### src/rtl/instr_fetch_unit.sv
// Fetch stage: PC -> combinational imem -> FIFO_DEPTH prefetch FIFO -> decode; word at head 1 cycle after its address.
// Fetch stalls when the FIFO is full and not popping; redirect flushes. FETCH_PERF_EN adds fetch/stall counters.
module instr_fetch_unit #(
  parameter logic [31:0] RESET_PC   = 32'h0,
  parameter int          FIFO_DEPTH = 2,
  parameter int          IMEM_BYTES = 1024
) (
  input  logic        clk,
  input  logic        rst_n,
  output logic [31:0] imem_addr,
  input  logic [31:0] imem_instr,
  input  logic        redirect_valid,
  input  logic [31:0] redirect_pc,
  input  logic        halt,
  output logic        instr_valid,
  output logic [31:0] instr,
  output logic [31:0] instr_pc,
  input  logic        instr_ready,
  output logic        fetch_fault
`ifdef FETCH_PERF_EN
  ,
  output logic [31:0] perf_fetch_cnt,
  output logic [31:0] perf_stall_cnt
`endif
);

  localparam int PTR_W = (FIFO_DEPTH > 1) ? $clog2(FIFO_DEPTH) : 1;
  localparam int CNT_W = PTR_W + 1;
  localparam logic [CNT_W-1:0] DEPTH_C    = CNT_W'(FIFO_DEPTH);
  localparam logic [32:0]      IMEM_LIMIT = 33'(IMEM_BYTES);

  typedef enum logic [1:0] {
    ST_RUN,
    ST_HALTED,
    ST_FAULT
  } state_t;

  typedef struct packed {
    logic [31:0] pc;
    logic [31:0] word;
  } entry_t;

  state_t           state;
  state_t           state_nxt;
  logic [31:0]      pc;
  entry_t           mem [FIFO_DEPTH];
  logic [PTR_W-1:0] rd_ptr;
  logic [PTR_W-1:0] wr_ptr;
  logic [CNT_W-1:0] count;
  entry_t           hold_q;
  entry_t           head;
  logic             pc_ok;
  logic             redirect_ok;
  logic             full;
  logic             pop;
  logic             push;

  // 33-bit compare so a pc near 2^32 cannot wrap into range
  assign pc_ok       = (pc[1:0] == 2'b00) && (({1'b0, pc} + 33'd3) < IMEM_LIMIT);
  assign redirect_ok = (redirect_pc[1:0] == 2'b00) &&
                       (({1'b0, redirect_pc} + 33'd3) < IMEM_LIMIT);

  assign imem_addr   = pc;
  assign instr_valid = (count != '0);
  assign full        = (count == DEPTH_C);
  assign pop         = instr_valid && instr_ready;
  assign push        = !redirect_valid && (state == ST_RUN) && pc_ok && (!full || pop);
  assign fetch_fault = (state == ST_FAULT);

  // When empty the outputs replay whatever was shown last cycle
  assign head     = instr_valid ? mem[rd_ptr] : hold_q;
  assign instr    = head.word;
  assign instr_pc = head.pc;

  always_comb begin
    state_nxt = state;
    if (redirect_valid) begin
      if (redirect_ok || (state != ST_FAULT)) begin
        state_nxt = halt ? ST_HALTED : ST_RUN;
      end
    end else begin
      case (state)
        ST_RUN: begin
          if (!pc_ok) begin
            state_nxt = ST_FAULT;
          end else if (halt) begin
            state_nxt = ST_HALTED;
          end
        end
        ST_HALTED: begin
          if (!halt) begin
            state_nxt = ST_RUN;
          end
        end
        default: state_nxt = ST_FAULT;
      endcase
    end
  end

  always_ff @(posedge clk) begin
    if (!rst_n) begin
      state  <= ST_RUN;
      pc     <= RESET_PC;
      rd_ptr <= '0;
      wr_ptr <= '0;
      count  <= '0;
      hold_q <= '0;
    end else begin
      state  <= state_nxt;
      hold_q <= head;
      if (redirect_valid) begin
        pc     <= redirect_pc;
        rd_ptr <= '0;
        wr_ptr <= '0;
        count  <= '0;
      end else begin
        if (push) begin
          pc     <= pc + 32'd4;
          wr_ptr <= wr_ptr + PTR_W'(1);
        end
        if (pop) begin
          rd_ptr <= rd_ptr + PTR_W'(1);
        end
        if (push && !pop) begin
          count <= count + CNT_W'(1);
        end else if (pop && !push) begin
          count <= count - CNT_W'(1);
        end
      end
    end
  end

  // Storage needs no reset: count gates every read
  always_ff @(posedge clk) begin
    if (rst_n && push) begin
      mem[wr_ptr] <= {pc, imem_instr};
    end
  end

`ifdef FETCH_PERF_EN
  always_ff @(posedge clk) begin
    if (!rst_n) begin
      perf_fetch_cnt <= '0;
      perf_stall_cnt <= '0;
    end else begin
      if (push) begin
        perf_fetch_cnt <= perf_fetch_cnt + 32'd1;
      end
      if ((state == ST_RUN) && full && !pop) begin
        perf_stall_cnt <= perf_stall_cnt + 32'd1;
      end
    end
  end
`endif

endmodule
### config.mk
export PLATFORM = sky130hd
export DESIGN_NAME = instr_fetch_unit
export DESIGN_NICKNAME = d
export VERILOG_FILES = /design/src/rtl/instr_fetch_unit.sv
export SDC_FILE = /design/constraint.sdc
export NUM_CORES = 1
export LEC_CHECK = 0
export CORE_MARGIN = 5
export CORE_UTILIZATION = 30
export DETAILED_ROUTE_END_ITERATION = 16
export DONT_BUFFER_PORTS = 1
export HOLD_SLACK_MARGIN = 0.05
export PLACE_DENSITY = 0.49
export SKIP_LAST_GASP = 1
export SYNTH_ARGS = -nofsm -noshare
export SYNTH_HDL_FRONTEND = slang
export SYNTH_SLANG_ARGS = --single-unit
### constraint.sdc
create_clock -name clk -period 17.8 [get_ports clk]
set_input_delay 0.89 -clock clk [delete_from_list [all_inputs] [get_ports clk]]
set_output_delay 0.89 -clock clk [all_outputs]
set_load 0.05 [all_outputs]
==> run metrics, run 1 <==
commonest cells in the netlist 128 x edfxtp_1, 103 x dfxtp_1, 92 x mux2i_1; drt first pass iters 5; slowest stage delay, CP slightly below 800 ps; RSZ-0062 raised after global routing false; post-synthesis xor/xnor area fraction under 10%; number of cells on the critical path 10; PnR worst setup slack approximately 13000 ps; Leak between 3 and 4 nW; Final #Nets between 800 and 900; Post-Synth Simple-Gate Area between 10% and 20%; Post-DRT Antenna Nets 0; Setup Crit Path Kind flop to flop; Area contributors post-synth edfxtp_1 41%, dfxtp_1 22%, mux2i_1 9.9%; Initial DRC Count around 180; reg2reg setup slack 13410 ps; Starting Density between 30% and 40%; Synth warnings 0; CTS Hold Bufs 0; crit path capture mem[1][5]; data required time of the worst path about 18000 ps; core outline area 0.0306 sq mm; worst path bufs/invs 1; Synth Cell Area 0.00932 sq mm; Final Cell Area roughly 0.011 sq mm; critical path arrival 4540 ps; Worst setup SP type flop; RR Startpoint imem_addr[2]; worst hold path type input port to flop; post-DP HPWL between 15000 and 20000 um; Die Wd 186 um; largest net degree at the start of global routing 100; row cnt 64; Layout fillers ~3100; Synth Flop Type edfxtp_1; DRC 0; Setup crit end kind flop; Skew-Pair Late Insertion Delay roughly 520 ps; number of synthesized flops with an enable pin between 100 and 150; Setup TNS 0 ps; Via density about 4.8; port bufs 0; post-synth top area share about two fifths; fin. max-slew vios 0; cells along the critical path ha_1, nand4_1, or4_4, o31ai_2, nand3_1, or4_1, nor2_1, nand2_1, nor3_2, buf_4; CP max FO 48; Post-synth ARST share 0%; most frequent cell after synthesis edfxtp_1; clock skew roughly 9 ps; final wirelength roughly 23000 um; Netlist cell types roughly 50; final hold vios 0; outcome completed; Setup violations, final 0; adder-cell share of the synthesized area less than 1%; peak supply drop a little under 0.06 mV; crit share post-route between 20% and 30%; pre-CTS WS 13400 ps; mean area per synthesized cell ~12 sq um; Layout area overhead 14.1%; Power Density 108 mW/mm^2; Die Area 0.0347 sq mm; leading area contributor after synthesis edfxtp_1; Post-DP Area between 0.009 and 0.01 sq mm; CP max-delay cell dfxtp_1; CTS Root Cell clkbuf_16; postcts setup bufs 0; worst reg2reg path depth 10; GR Util All Layers ~13%; mux cell area share after synthesis 10.0%; Compound-Gate Fraction of Synth Area 7.13%; CTS HTree Levels 1; crit path from imem_addr[2]; Worst Tran Pin Value approximately 1100 ps; Num Clock Sinks about 230; share of post-route cells with drive strength above 1 under 10%; Vias 5745; first-pass GRT wire length approximately 34000 um; GRT overflow 0; diode count 0; Tmin final about 4400 ps; Max-slew headroom 23.1%; max cap viols 0; gp weighted congestion between 0.8 and 0.9; deepest clock path buffer count 3; CTS tree built; fmax 228 MHz; #FFs+latches synth ~230; delay-heaviest family, CP simple AND/OR/NAND/NOR gates; cells after synthesis around 800; Chip Height 186 um; share of the yosys chip area belonging to registers between 60% and 70%; Clock transition at path regs roughly 60 ps; num ports between 150 and 200; Synth Net Count roughly 850; largest family of logic cells by synthesized area simple AND/OR/NAND/NOR gates; FF-to-FF End mem[1][5]; initial antenna violation count 0; drt wl/cell around 19 um; vias in the first global route 5714; CTS buffer count 27; PostCTS Resize Cnt 0
==> state kept, by name (all words and copies together), names as in the netlist, named ones only <==
name	flops
rd_ptr	1
count	2
imem_addr	32
state	2
wr_ptr	1
hold_q	64
mem	128
==> how the worst min path moves through the flow <==
stage               slack (ps)  cells after the start      startpoint    endpoint
floorplan                  470                      2        count[1]    count[1]
global placement           480                      2          rd_ptr        flop
detailed placement         490                      2          rd_ptr        flop
CTS                        420                      0  imem_instr[21]  mem[1][21]
global route               420                      0  imem_instr[21]  mem[1][21]
finish                     460                      0   imem_instr[1]   mem[0][1]
==> cell families (layout without fill, tap and decap cells) <==
| kind of cell | after synthesis | after routing |
|---|---|---|
| simple gates | 277 | 277 |
| mux | 93 | 93 |
| fa+ha+maj | 2 | 2 |
| flops | 231 | 231 |
| xor+xnor | 16 | 16 |
| buf+inv | 45 | 69 |
| compound gates | 117 | 117 |
==> cell type report <==
cell class	count	area, sq um	area share [%]
clock buffer	40	744	7.00
multi-input combinational	505	3260	30.7
clock inverter	9	100	0.941
inverter	7	26.3	0.247
tap	396	495	4.66
timing repair buffer	13	97.6	0.918
sequential	231	5910	55.6
==> cells in the final DEF, fill, tap and decap left out, types with 3 or more instances in the layout <==
cell	n
edfxtp_1	128
dfxtp_1	102
mux2i_1	92
nand2_1	85
and2_1	66
o21ai_1	64
clkbuf_16	27
nor2b_1	24
nand4_1	21
nor2_1	20
o21ai_0	18
nand3_1	17
buf_4	13
a21oi_1	12
nor3_1	11
xnor2_1	11
clkbuf_1	11
inv_1	7
or4_1	6
nor4_1	5
xor2_1	5
and4_1	4
or2_2	4
a211oi_1	3
nor3_2	3
clkinv_2	3
==> report_power, final <==
part | switching, mW | leakage [nW] | internal, mW | total (mW)
Clock | 0.208 | 0.411 | 0.317 | 0.525
Combinational | 0.0165 | 1.02 | 0.0117 | 0.0282
Sequential | 0.0273 | 2.01 | 0.568 | 0.596
==> per-layer routing <==
layer / wire (um) / GRT usage, % / up-vias
met5: 0 / 0 / -
met4: 494 / 3.44 / 0
met3: 2130 / 4.49 / 33
met2: 10400 / 20.9 / 177
met1: 9980 / 16.3 / 2691
li1: - / - / 2844
==> through the flow <==
step	std cells	hold slack [ps]	utilization, %	total power, mW
floorplan	781	472	-	0.629
global placement	1152	483	32.0	0.635
detailed placement	1152	493	32.0	0.635
CTS	1201	425	34.8	1.17
global route	1201	425	34.8	1.20
finish	1201	460	34.8	1.15
No activity file was read; power rests on OpenSTA's default activity.
==> run 2: changes to the inputs <==
--- a/config.mk
+++ b/config.mk
@@ -10,7 +10,7 @@
 export DETAILED_ROUTE_END_ITERATION = 16
 export DONT_BUFFER_PORTS = 1
 export HOLD_SLACK_MARGIN = 0.05
-export PLACE_DENSITY = 0.49
+export PLACE_DENSITY = 0.5
 export SKIP_LAST_GASP = 1
 export SYNTH_ARGS = -nofsm -noshare
 export SYNTH_HDL_FRONTEND = slang
==> constraint.sdc (replaced) <==
create_clock -name clk -period 3.6 [get_ports clk]
set_input_delay 0.18 -clock clk [delete_from_list [all_inputs] [get_ports clk]]
set_output_delay 0.18 -clock clk [all_outputs]
set_load 0.05 [all_outputs]
==> run metrics, run 2 (synthesis results as in run 1) <==
outcome completed; crit share post-route 94.9% (+70 points); commonest non-fill, non-tap cell in the layout edfxtp_1; critical path arrival 3850 ps (-690 ps); Via density 4.67 (-2.4%); CTS Root Cell clkbuf_16; Post-Route Utilization 39.5% (+4.7 points); max FFs per register 128 (unchanged); port bufs 0 (unchanged); Die Area 0.0347 sq mm (unchanged); initial antenna violation count 0 (unchanged); deepest clock path buffer count 3 (unchanged); Die Wd 186 um (unchanged); drt first pass iters 4 (-1); slowest stage delay, CP 610 ps (-160 ps); Most flops, register mem; peak supply drop 0.325 mV (+440%); CTS buffer count 26 (-3.7%); post-DP HPWL 15900 um (+3.5%); max cap viols 0 (unchanged); first-pass GRT wire length 37700 um (+9.5%); PnR worst setup slack 184 ps (-13220 ps); Num Clock Sinks 231 (unchanged); gp weighted congestion 0.825 (-0.16%); Starting Density 30.5% (unchanged); CP most frequent cell or4_4; most frequent cells in the layout 128 x edfxtp_1, 91 x mux2i_1, 84 x nand2_1, 80 x dfxtp_1, 75 x buf_4; DRC 0 (unchanged); fmax 293 MHz (+29%); CTS HTree Levels 1 (unchanged); share of post-route cells with drive strength above 1 17.2% (+9.1 points); drt wl/cell 18.2 um (-5.1%); diode count 0 (unchanged); Clock transition at path regs 60 ps (about the same); Setup crit end kind flop; row cnt 64 (unchanged); Chip Height 186 um (unchanged); Power Density 490 mW/mm^2 (+350%); Worst setup SP type flop; Worst Tran Pin Value 1170 ps (+19.2 ps); Final #Nets 995 (+16%); vias in the first global route 6465 (+13%); worst hold path type input port to flop; Setup TNS 0 ps (unchanged); largest net degree at the start of global routing 99 (-1.0%); pre-CTS WS 165 ps (-13230 ps); GR Util All Layers 13.8% (+0.94 points); clock skew 8.03 ps (-0.984 ps); CTS tree built; final wirelength 24400 um (+5.8%); Final Cell Area 0.0121 sq mm (+14%); num ports 167 (unchanged); RSZ-0062 raised after global routing false; Placed Cells 1216 (+5.6%); core outline area 0.0306 sq mm (unchanged); final hold vios 0 (unchanged); Final Non-Filler Cells 1340 (+12%); data required time of the worst path 4040 ps (-13910 ps); Layout area overhead 29.6%; Tmin final 3420 ps (-975 ps); Post-DRT Antenna Nets 0 (unchanged); Post-DP Area 0.0104 sq mm (+6.3%); Max-slew headroom 21.8% (-1.3 points); Vias 6259 (+8.9%); CP max FO 7 (-85%); Skew-Pair Late Insertion Delay 520 ps (about the same); Setup violations, final 0 (unchanged); CP max-delay cell or4_4; Setup Crit Path Kind flop to flop; GRT overflow 0 (unchanged); Leak 4.14 nW (+21%); cells along the critical path o211ai_2, or4_4, or4_4, mux2i_2, a31oi_4, nor2_4, nand2_4, nor2_1, ha_1, or3_1, a21oi_1; Initial DRC Count 351 (+94%); fin. max-slew vios 0 (unchanged)
## run 2: cell types whose count changed in the layout (fill, tap and decap cells not counted), sizes merged
cell / delta
inv: +1
clkbuf: -6
clkinv: +2
dlygate4sd3: +74
bufinv: +2
buf: +66
## run 2: worst paths after layout
kind                                    start         to  slack, ps  cells past startpoint
worst max-delay path            imem_addr[10]   count[1]        180                     11
worst min-delay path                    rst_n  hold_q[1]         90                      2
worst max register to register  imem_addr[10]   count[1]        180                     11
worst min register to register         rd_ptr     rd_ptr        500                      2
## run 2: power breakdown
group / internal, mW / switching, mW
sequential: 2.81 / 0.0424
combinational: 0.147 / 0.232
clock: 1.66 / 1.03
## run 2: final cells by class
| class | count | area, sq um |
|---|---|---|
| fillers | 3007 | 18500 |
| flip-flops and latches | 231 | 5960 |
| multi-input cells | 505 | 3330 |
| repair buffers | 153 | 1390 |
| clock buffers | 34 | 702 |
| well taps | 396 | 495 |
| clock inverters | 14 | 173 |
| inverters | 7 | 26.3 |
## run 2: per-layer routing
layer	track usage [%]	vias to the layer above	wire length, um
li1	-	3126	-
met1	18.3	2907	10700
met2	22.3	186	11100
met3	4.18	40	2200
met4	3.03	0	436
met5	0	-	0
## run 2: what timing repair did
item,CTS,global route
hold buffers,76,0
resized for setup,0,1
hold endpoints to repair,164,0
endpoints found under the setup margin,0,4
buffers inserted,0,0
## run 2: through the flow
stage	power [mW]	hold WS, ps
after floorplan	3.12	279
after global placement	3.18	279
after detailed placement	3.18	279
after CTS	6.02	77.2
after global routing	6.18	112
final	5.92	94.4
## run 2: critical path: cells and delay by family (launching register included)
family / cells / cell delay, ps
adders and majority gates: 1 / 310
DFF: 1 / 490
AOI/OAI and AO/OA: 3 / 650
and+or+nand+nor: 6 / 1700
muxes: 1 / 180
